**config.mk**
```make
export PLATFORM = sky130hd
export DESIGN_NAME = call_ret_unit
export DESIGN_NICKNAME = d
export VERILOG_FILES = /design/src/rtl/call_ret_unit_pkg.sv /design/src/rtl/call_ret_unit.sv
export SDC_FILE = /design/constraint.sdc
export NUM_CORES = 1
export LEC_CHECK = 0
export CAP_MARGIN = 20
export CORE_MARGIN = 5
export CORE_UTILIZATION = 43
export CTS_CLUSTER_DIAMETER = 50
export DETAILED_ROUTE_END_ITERATION = 7
export GPL_TIMING_DRIVEN = 0
export PLACE_DENSITY = 0.9
export SETUP_SLACK_MARGIN = 0.1
export SKIP_CTS_REPAIR_TIMING = 1
export SLEW_MARGIN = 10
export SYNTH_ARGS = -nofsm -noshare
export SYNTH_HDL_FRONTEND = slang
export SYNTH_SLANG_ARGS = --single-unit
```
**constraint.sdc**
```tcl
create_clock -name clk -period 2.3 [get_ports clk]
set_input_delay 0.575 -clock clk [delete_from_list [all_inputs] [get_ports clk]]
set_output_delay 0.575 -clock clk [all_outputs]
set_load 0.02 [all_outputs]
```
**src/rtl/call_ret_unit_pkg.sv**
```systemverilog
// -----------------------------------------------------------------------------
// call_ret_unit_pkg
// Shared processor definitions used by the CALL/RET sequencer:
//   state_e  - sequencer FSM state encoding
//   STK_PUSH - stk_rw value for a push (post-increment of the stack pointer)
//   STK_POP  - stk_rw value for a pop  (pre-decrement of the stack pointer)
// -----------------------------------------------------------------------------
package call_ret_unit_pkg;

  typedef enum logic [2:0] {
    ST_IDLE    = 3'd0,
    ST_PUSH    = 3'd1,
    ST_CALL_LD = 3'd2,
    ST_POP     = 3'd3,
    ST_RD      = 3'd4,
    ST_RET_LD  = 3'd5
  } state_e;

  localparam logic STK_PUSH = 1'b0;
  localparam logic STK_POP  = 1'b1;

endpackage

```
**src/rtl/call_ret_unit.sv**
```systemverilog
// -----------------------------------------------------------------------------
// call_ret_unit
// Sequences subroutine CALL and RET against an external stack pointer block
// and a synchronous stack RAM (1-cycle read latency).
//   CALL: IDLE -> PUSH (write pc+1 at stk_addr, bump pointer) -> CALL_LD
//         (load target).  pc_load arrives 2 cycles after acceptance.
//   RET : IDLE -> POP (drop pointer) -> RD (address RAM at new pointer)
//         -> RET_LD (load RAM data).  pc_load arrives 3 cycles after acceptance.
// A CALL at full depth pulses ovf_err; a RET at zero depth pulses udf_err.
//
// Ports:
//   clk, rst            - clock, asynchronous active-high reset
//   call_req, ret_req   - requests, sampled only in IDLE (CALL wins)
//   pc, target          - current CALL address and CALL destination
//   stk_addr            - stack pointer (next free slot) from the stack block
//   stk_en, stk_rw      - stack pointer strobe and direction
//   mem_we, mem_addr,
//   mem_wdata, mem_rdata- stack RAM interface
//   pc_load, pc_next    - PC load strobe and value
//   busy                - FSM not in IDLE
//   ovf_err, udf_err    - one-cycle rejection pulses
// -----------------------------------------------------------------------------
module call_ret_unit
  import call_ret_unit_pkg::*;
#(
  parameter int AW    = 8,
  parameter int DEPTH = 32
) (
  input  logic          clk,
  input  logic          rst,
  input  logic          call_req,
  input  logic          ret_req,
  input  logic [AW-1:0] pc,
  input  logic [AW-1:0] target,
  input  logic [AW-1:0] stk_addr,
  output logic          stk_en,
  output logic          stk_rw,
  output logic          mem_we,
  output logic [AW-1:0] mem_addr,
  output logic [AW-1:0] mem_wdata,
  input  logic [AW-1:0] mem_rdata,
  output logic          pc_load,
  output logic [AW-1:0] pc_next,
  output logic          busy,
  output logic          ovf_err,
  output logic          udf_err
);

  localparam int            DW        = $clog2(DEPTH + 1);
  localparam logic [DW-1:0] DEPTH_MAX = DW'(DEPTH);

  state_e        state_q;
  logic [DW-1:0] depth_q;
  logic [AW-1:0] target_q;
  logic          stk_en_q, stk_rw_q, mem_we_q, pc_load_q, ovf_q, udf_q;
  logic [AW-1:0] mem_wdata_q;

  // NOTE: sequential state uses non-blocking assignments so every register
  // samples the pre-edge values, independent of statement order.
  always_ff @(posedge clk or posedge rst) begin
    if (rst) begin
      state_q     <= ST_IDLE;
      depth_q     <= '0;
      target_q    <= '0;
      stk_en_q    <= 1'b0;
      stk_rw_q    <= 1'b0;
      mem_we_q    <= 1'b0;
      mem_wdata_q <= '0;
      pc_load_q   <= 1'b0;
      ovf_q       <= 1'b0;
      udf_q       <= 1'b0;
    end else begin
      // Strobes are single-cycle: cleared every cycle unless re-asserted below.
      stk_en_q    <= 1'b0;
      stk_rw_q    <= 1'b0;
      mem_we_q    <= 1'b0;
      mem_wdata_q <= '0;
      pc_load_q   <= 1'b0;
      ovf_q       <= 1'b0;
      udf_q       <= 1'b0;

      case (state_q)
        ST_IDLE: begin
          if (call_req) begin
            if (depth_q == DEPTH_MAX) begin
              ovf_q <= 1'b1;
            end else begin
              state_q     <= ST_PUSH;
              depth_q     <= depth_q + DW'(1);
              target_q    <= target;
              stk_en_q    <= 1'b1;
              stk_rw_q    <= STK_PUSH;
              mem_we_q    <= 1'b1;
              mem_wdata_q <= pc + AW'(1);
            end
          end else if (ret_req) begin
            if (depth_q == '0) begin
              udf_q <= 1'b1;
            end else begin
              state_q  <= ST_POP;
              depth_q  <= depth_q - DW'(1);
              stk_en_q <= 1'b1;
              stk_rw_q <= STK_POP;
            end
          end
        end
        ST_PUSH: begin
          state_q   <= ST_CALL_LD;
          pc_load_q <= 1'b1;
        end
        ST_CALL_LD: state_q <= ST_IDLE;
        ST_POP:     state_q <= ST_RD;
        ST_RD: begin
          state_q   <= ST_RET_LD;
          pc_load_q <= 1'b1;
        end
        ST_RET_LD: state_q <= ST_IDLE;
        default:   state_q <= ST_IDLE;
      endcase
    end
  end

  // The RAM address must track the live stack pointer: in RD it is the value
  // after the POP decrement, which only exists after the POP edge.
  assign mem_addr = (state_q == ST_PUSH || state_q == ST_RD) ? stk_addr : '0;

  // RAM read data is only valid in RET_LD, so it is forwarded rather than
  // registered to keep RET latency at 3 cycles.
  always_comb begin
    pc_next = '0;
    case (state_q)
      ST_CALL_LD: pc_next = target_q;
      ST_RET_LD:  pc_next = mem_rdata;
      default:    pc_next = '0;
    endcase
  end

  assign stk_en    = stk_en_q;
  assign stk_rw    = stk_rw_q;
  assign mem_we    = mem_we_q;
  assign mem_wdata = mem_wdata_q;
  assign pc_load   = pc_load_q;
  assign ovf_err   = ovf_q;
  assign udf_err   = udf_q;
  assign busy      = (state_q != ST_IDLE);

endmodule

```
==> results.sh <==
export IMPL_die_area_sq_mm=0.00513
export IMPL_initial_core_util=0.446
export IMPL_yosysSeqAreaShare=0.475
export IMPL_core_area_sq_mm=0.00366
export IMPL_drt_first_pass_iters=4
export IMPL_worstMarginPinSlew_ns=0.619
export IMPL_dp_hpwl_mm=3.04
export IMPL_peakVddDrop_v=0.000756
export IMPL_synth_seq_cells=31
export IMPL_yosys_most_used_dff="dfrtp_1"
export IMPL_routed_wl_mm=4.08
export IMPL_dr_total_vias=1376
export IMPL_reg2reg_from="depth_q[1]$_DFFE_PP0P_"
export IMPL_gp_congestion=0.834
export IMPL_max_freq_mhz=441
export IMPL_grt_pass1_vias=1370
export IMPL_synth_edf_count=0
export IMPL_antenna_left=0
export IMPL_cts_root_buf="clkbuf_8"
export IMPL_die_x_microns=71.6
export IMPL_setup_violations=0
export IMPL_io_pins=67
export IMPL_worstHoldPathType="reg -> reg"
export IMPL_synth_distinct_cells=36
export IMPL_numCtsBuffers=5
export IMPL_critPathMaxFanout=8
export IMPL_antenna_cells=0
export IMPL_status="completed"
export IMPL_syn_avg_cell_area_sq_um=11.7
export IMPL_fin_setup_tns_ns=0
export IMPL_clk_pin_slew_worst_paths_ns=0.07
export IMPL_grt_pass1_wl_mm=6.24
export IMPL_cts_tree="built"
export IMPL_critPathLaunch="state_q[1]$_DFFE_PP0P_"
export IMPL_wl_per_cell_microns=15.2
export IMPL_rsz0062_at_grt="true"
export IMPL_synthArstFlopShare=1.00
export IMPL_nNetsFinal=262
export IMPL_report_final_slew_viol_count=0
export IMPL_hold_viol_final=0
export IMPL_startpoint_type="flop"
export IMPL_drt_iter0_drc=36
export IMPL_clock_skew_ns=0.00400
export IMPL_path_class="reg -> out"
export IMPL_drive_gt1_frac=0.249
export IMPL_post_route_period_util=0.986
export IMPL_cap_violations=0
export IMPL_postSynthCellCount=139
export IMPL_area_growth_pct=54.8
export IMPL_num_rows=22
export IMPL_grt_ovfl_total=0
export IMPL_endpoint_kind="output port"
export IMPL_powerDensity_mw_per_mm2=1290
export IMPL_timing_slew_headroom=0.587
export IMPL_ys_warnings_count=0
export IMPL_p_leak_nw=1.25
export IMPL_crit_arrival_ns=1.69
export IMPL_drc=0
export IMPL_clkSinkCount=31
export IMPL_h_tree_depth=2
export IMPL_grt_usage=0.158
export IMPL_clockBufferDepth=2
export IMPL_port_buffers=66
export IMPL_syn_num_nets=181
export IMPL_syn_cell_area_sq_mm=0.00163
export IMPL_grt_max_degree=19
export IMPL_fin_hold_ws_ns=0.515
export IMPL_clk_latency_ns=0.29
export IMPL_grt_antenna_before_repair=0
export IMPL_hp_start="target_q[3]$_DFFE_PP0P_"
export IMPL_worstPathRequired_ns=1.73
export IMPL_min_period_ns=2.27
export IMPL_dieHeight_microns=71.6
export IMPL_viasPerCell=5.12
==> metrics by stage <==
step	setup WS, ns	total power [mW]	util	instance area, sq um	cells
global route	-0.0174	3.48	0.690	2530	269
floorplan	0.355	2.05	-	1630	139
global placement	-0.526	2.62	0.643	2350	253
detailed placement	-0.654	2.69	0.650	2380	254
CTS	-0.749	3.17	0.678	2480	262
finish	0.0324	3.26	0.690	2530	269
==> per-layer routing <==
metal	routed length [microns]	share of wire	up-vias	GRT usage
li1	-	-	647	-
met1	1490	0.37	669	0.159
met2	2120	0.52	48	0.279
met3	367	0.090	12	0.0813
met4	101	0.025	0	0.0564
met5	0	0	-	0
==> cells in the final DEF, fill, tap and decap left out, drive strengths merged, types with 4 or more instances in the layout <==
cell | netlist | layout
mux2 | 12 | 12
nor3 | 4 | 4
nand3 | 6 | 6
a22o | 9 | 9
xnor2 | 6 | 6
nand2 | 6 | 6
inv | 6 | 6
clkdlybuf4s50 | 0 | 48
xor2 | 5 | 5
buf | 3 | 10
a21oi | 5 | 5
ha | 5 | 5
clkbuf | 0 | 19
and2 | 9 | 9
dlymetal6s2s | 0 | 8
dfrtp | 31 | 31
nor2 | 13 | 13
==> cells by family after synthesis <==
| logic type | synth area share |
|---|---|
| xor+xnor | 0.0590 |
| fa+ha+maj | 0.0506 |
| buf+inv | 0.0345 |
| mux | 0.109 |
| flops | 0.475 |
| simple gates | 0.172 |
| compound gates | 0.0996 |
==> worst max-delay path, stage by stage (launching register included) <==
cell and delay [ns]:
dfrtp_2 0.47, nand2b_1 0.25, nor2_4 0.26, a22o_1 0.19
dlymetal6s2s_1 0.24
==> path summary, 6_finish.rpt <==
| path | end | slack [ns] | cells after the start |
|---|---|---|---|
| hold reg to reg | target_q[3]$_DFFE_PP0P_ | 0.51 | 1 |
| hold / removal | target_q[3]$_DFFE_PP0P_ | 0.51 | 1 |
| setup reg to reg | depth_q[5]$_DFFE_PP0P_ | 0.41 | 6 |
| min in group asynchronous | depth_q[3]$_DFFE_PP0P_ | 0.66 | 2 |
| setup / recovery | pc_next[5] | 0.03 | 4 |
| max in group asynchronous | mem_wdata[3]$_DFF_PP0_ | 1.14 | 3 |
==> cell usage after synthesis (all sizes together) (2+ instances only) <==
library cell / instances / area, sq um
mux2i: 2 / 20.0
a22o: 9 / 87.6
o21ai: 2 / 10.0
xor2: 5 / 43.8
buf: 3 / 33.8
and3: 2 / 12.5
nand2: 6 / 30.0
xnor2: 6 / 52.6
nor3: 4 / 36.3
nand3: 6 / 47.6
nand3b: 2 / 15.0
mux2: 12 / 158
ha: 5 / 62.6
a21o: 2 / 16.3
a21oi: 5 / 25.0
dfrtp: 31 / 776
nor2: 13 / 48.8
and2: 9 / 56.3
inv: 6 / 22.5
==> power breakdown <==
| group | total, mW | leakage, nW | switching [mW] | internal, mW |
|---|---|---|---|---|
| clock network | 0.478 | 0.0515 | 0.205 | 0.273 |
| registers | 0.909 | 0.390 | 0.149 | 0.760 |
| logic | 1.88 | 0.812 | 0.897 | 0.979 |
==> flip-flops by register name, indices dropped and copies added, names as in the netlist <==
signal	flops
depth_q	6
stk_rw	1
mem_wdata	8
udf_err	1
pc_load	1
stk_en	1
target_q	8
ovf_err	1
mem_we	1
state_q	3
==> final cells by class <==
cell class / instances / area [sq um]
Fill cell: 275 / 1130
Inverter: 6 / 22.5
Buffer: 3 / 33.8
Timing Repair Buffer: 74 / 708
Multi-Input combinational cell: 99 / 826
Sequential cell: 31 / 777
Tap cell: 48 / 60.1
Clock buffer: 8 / 100
(Power assumes the default switching activity.)
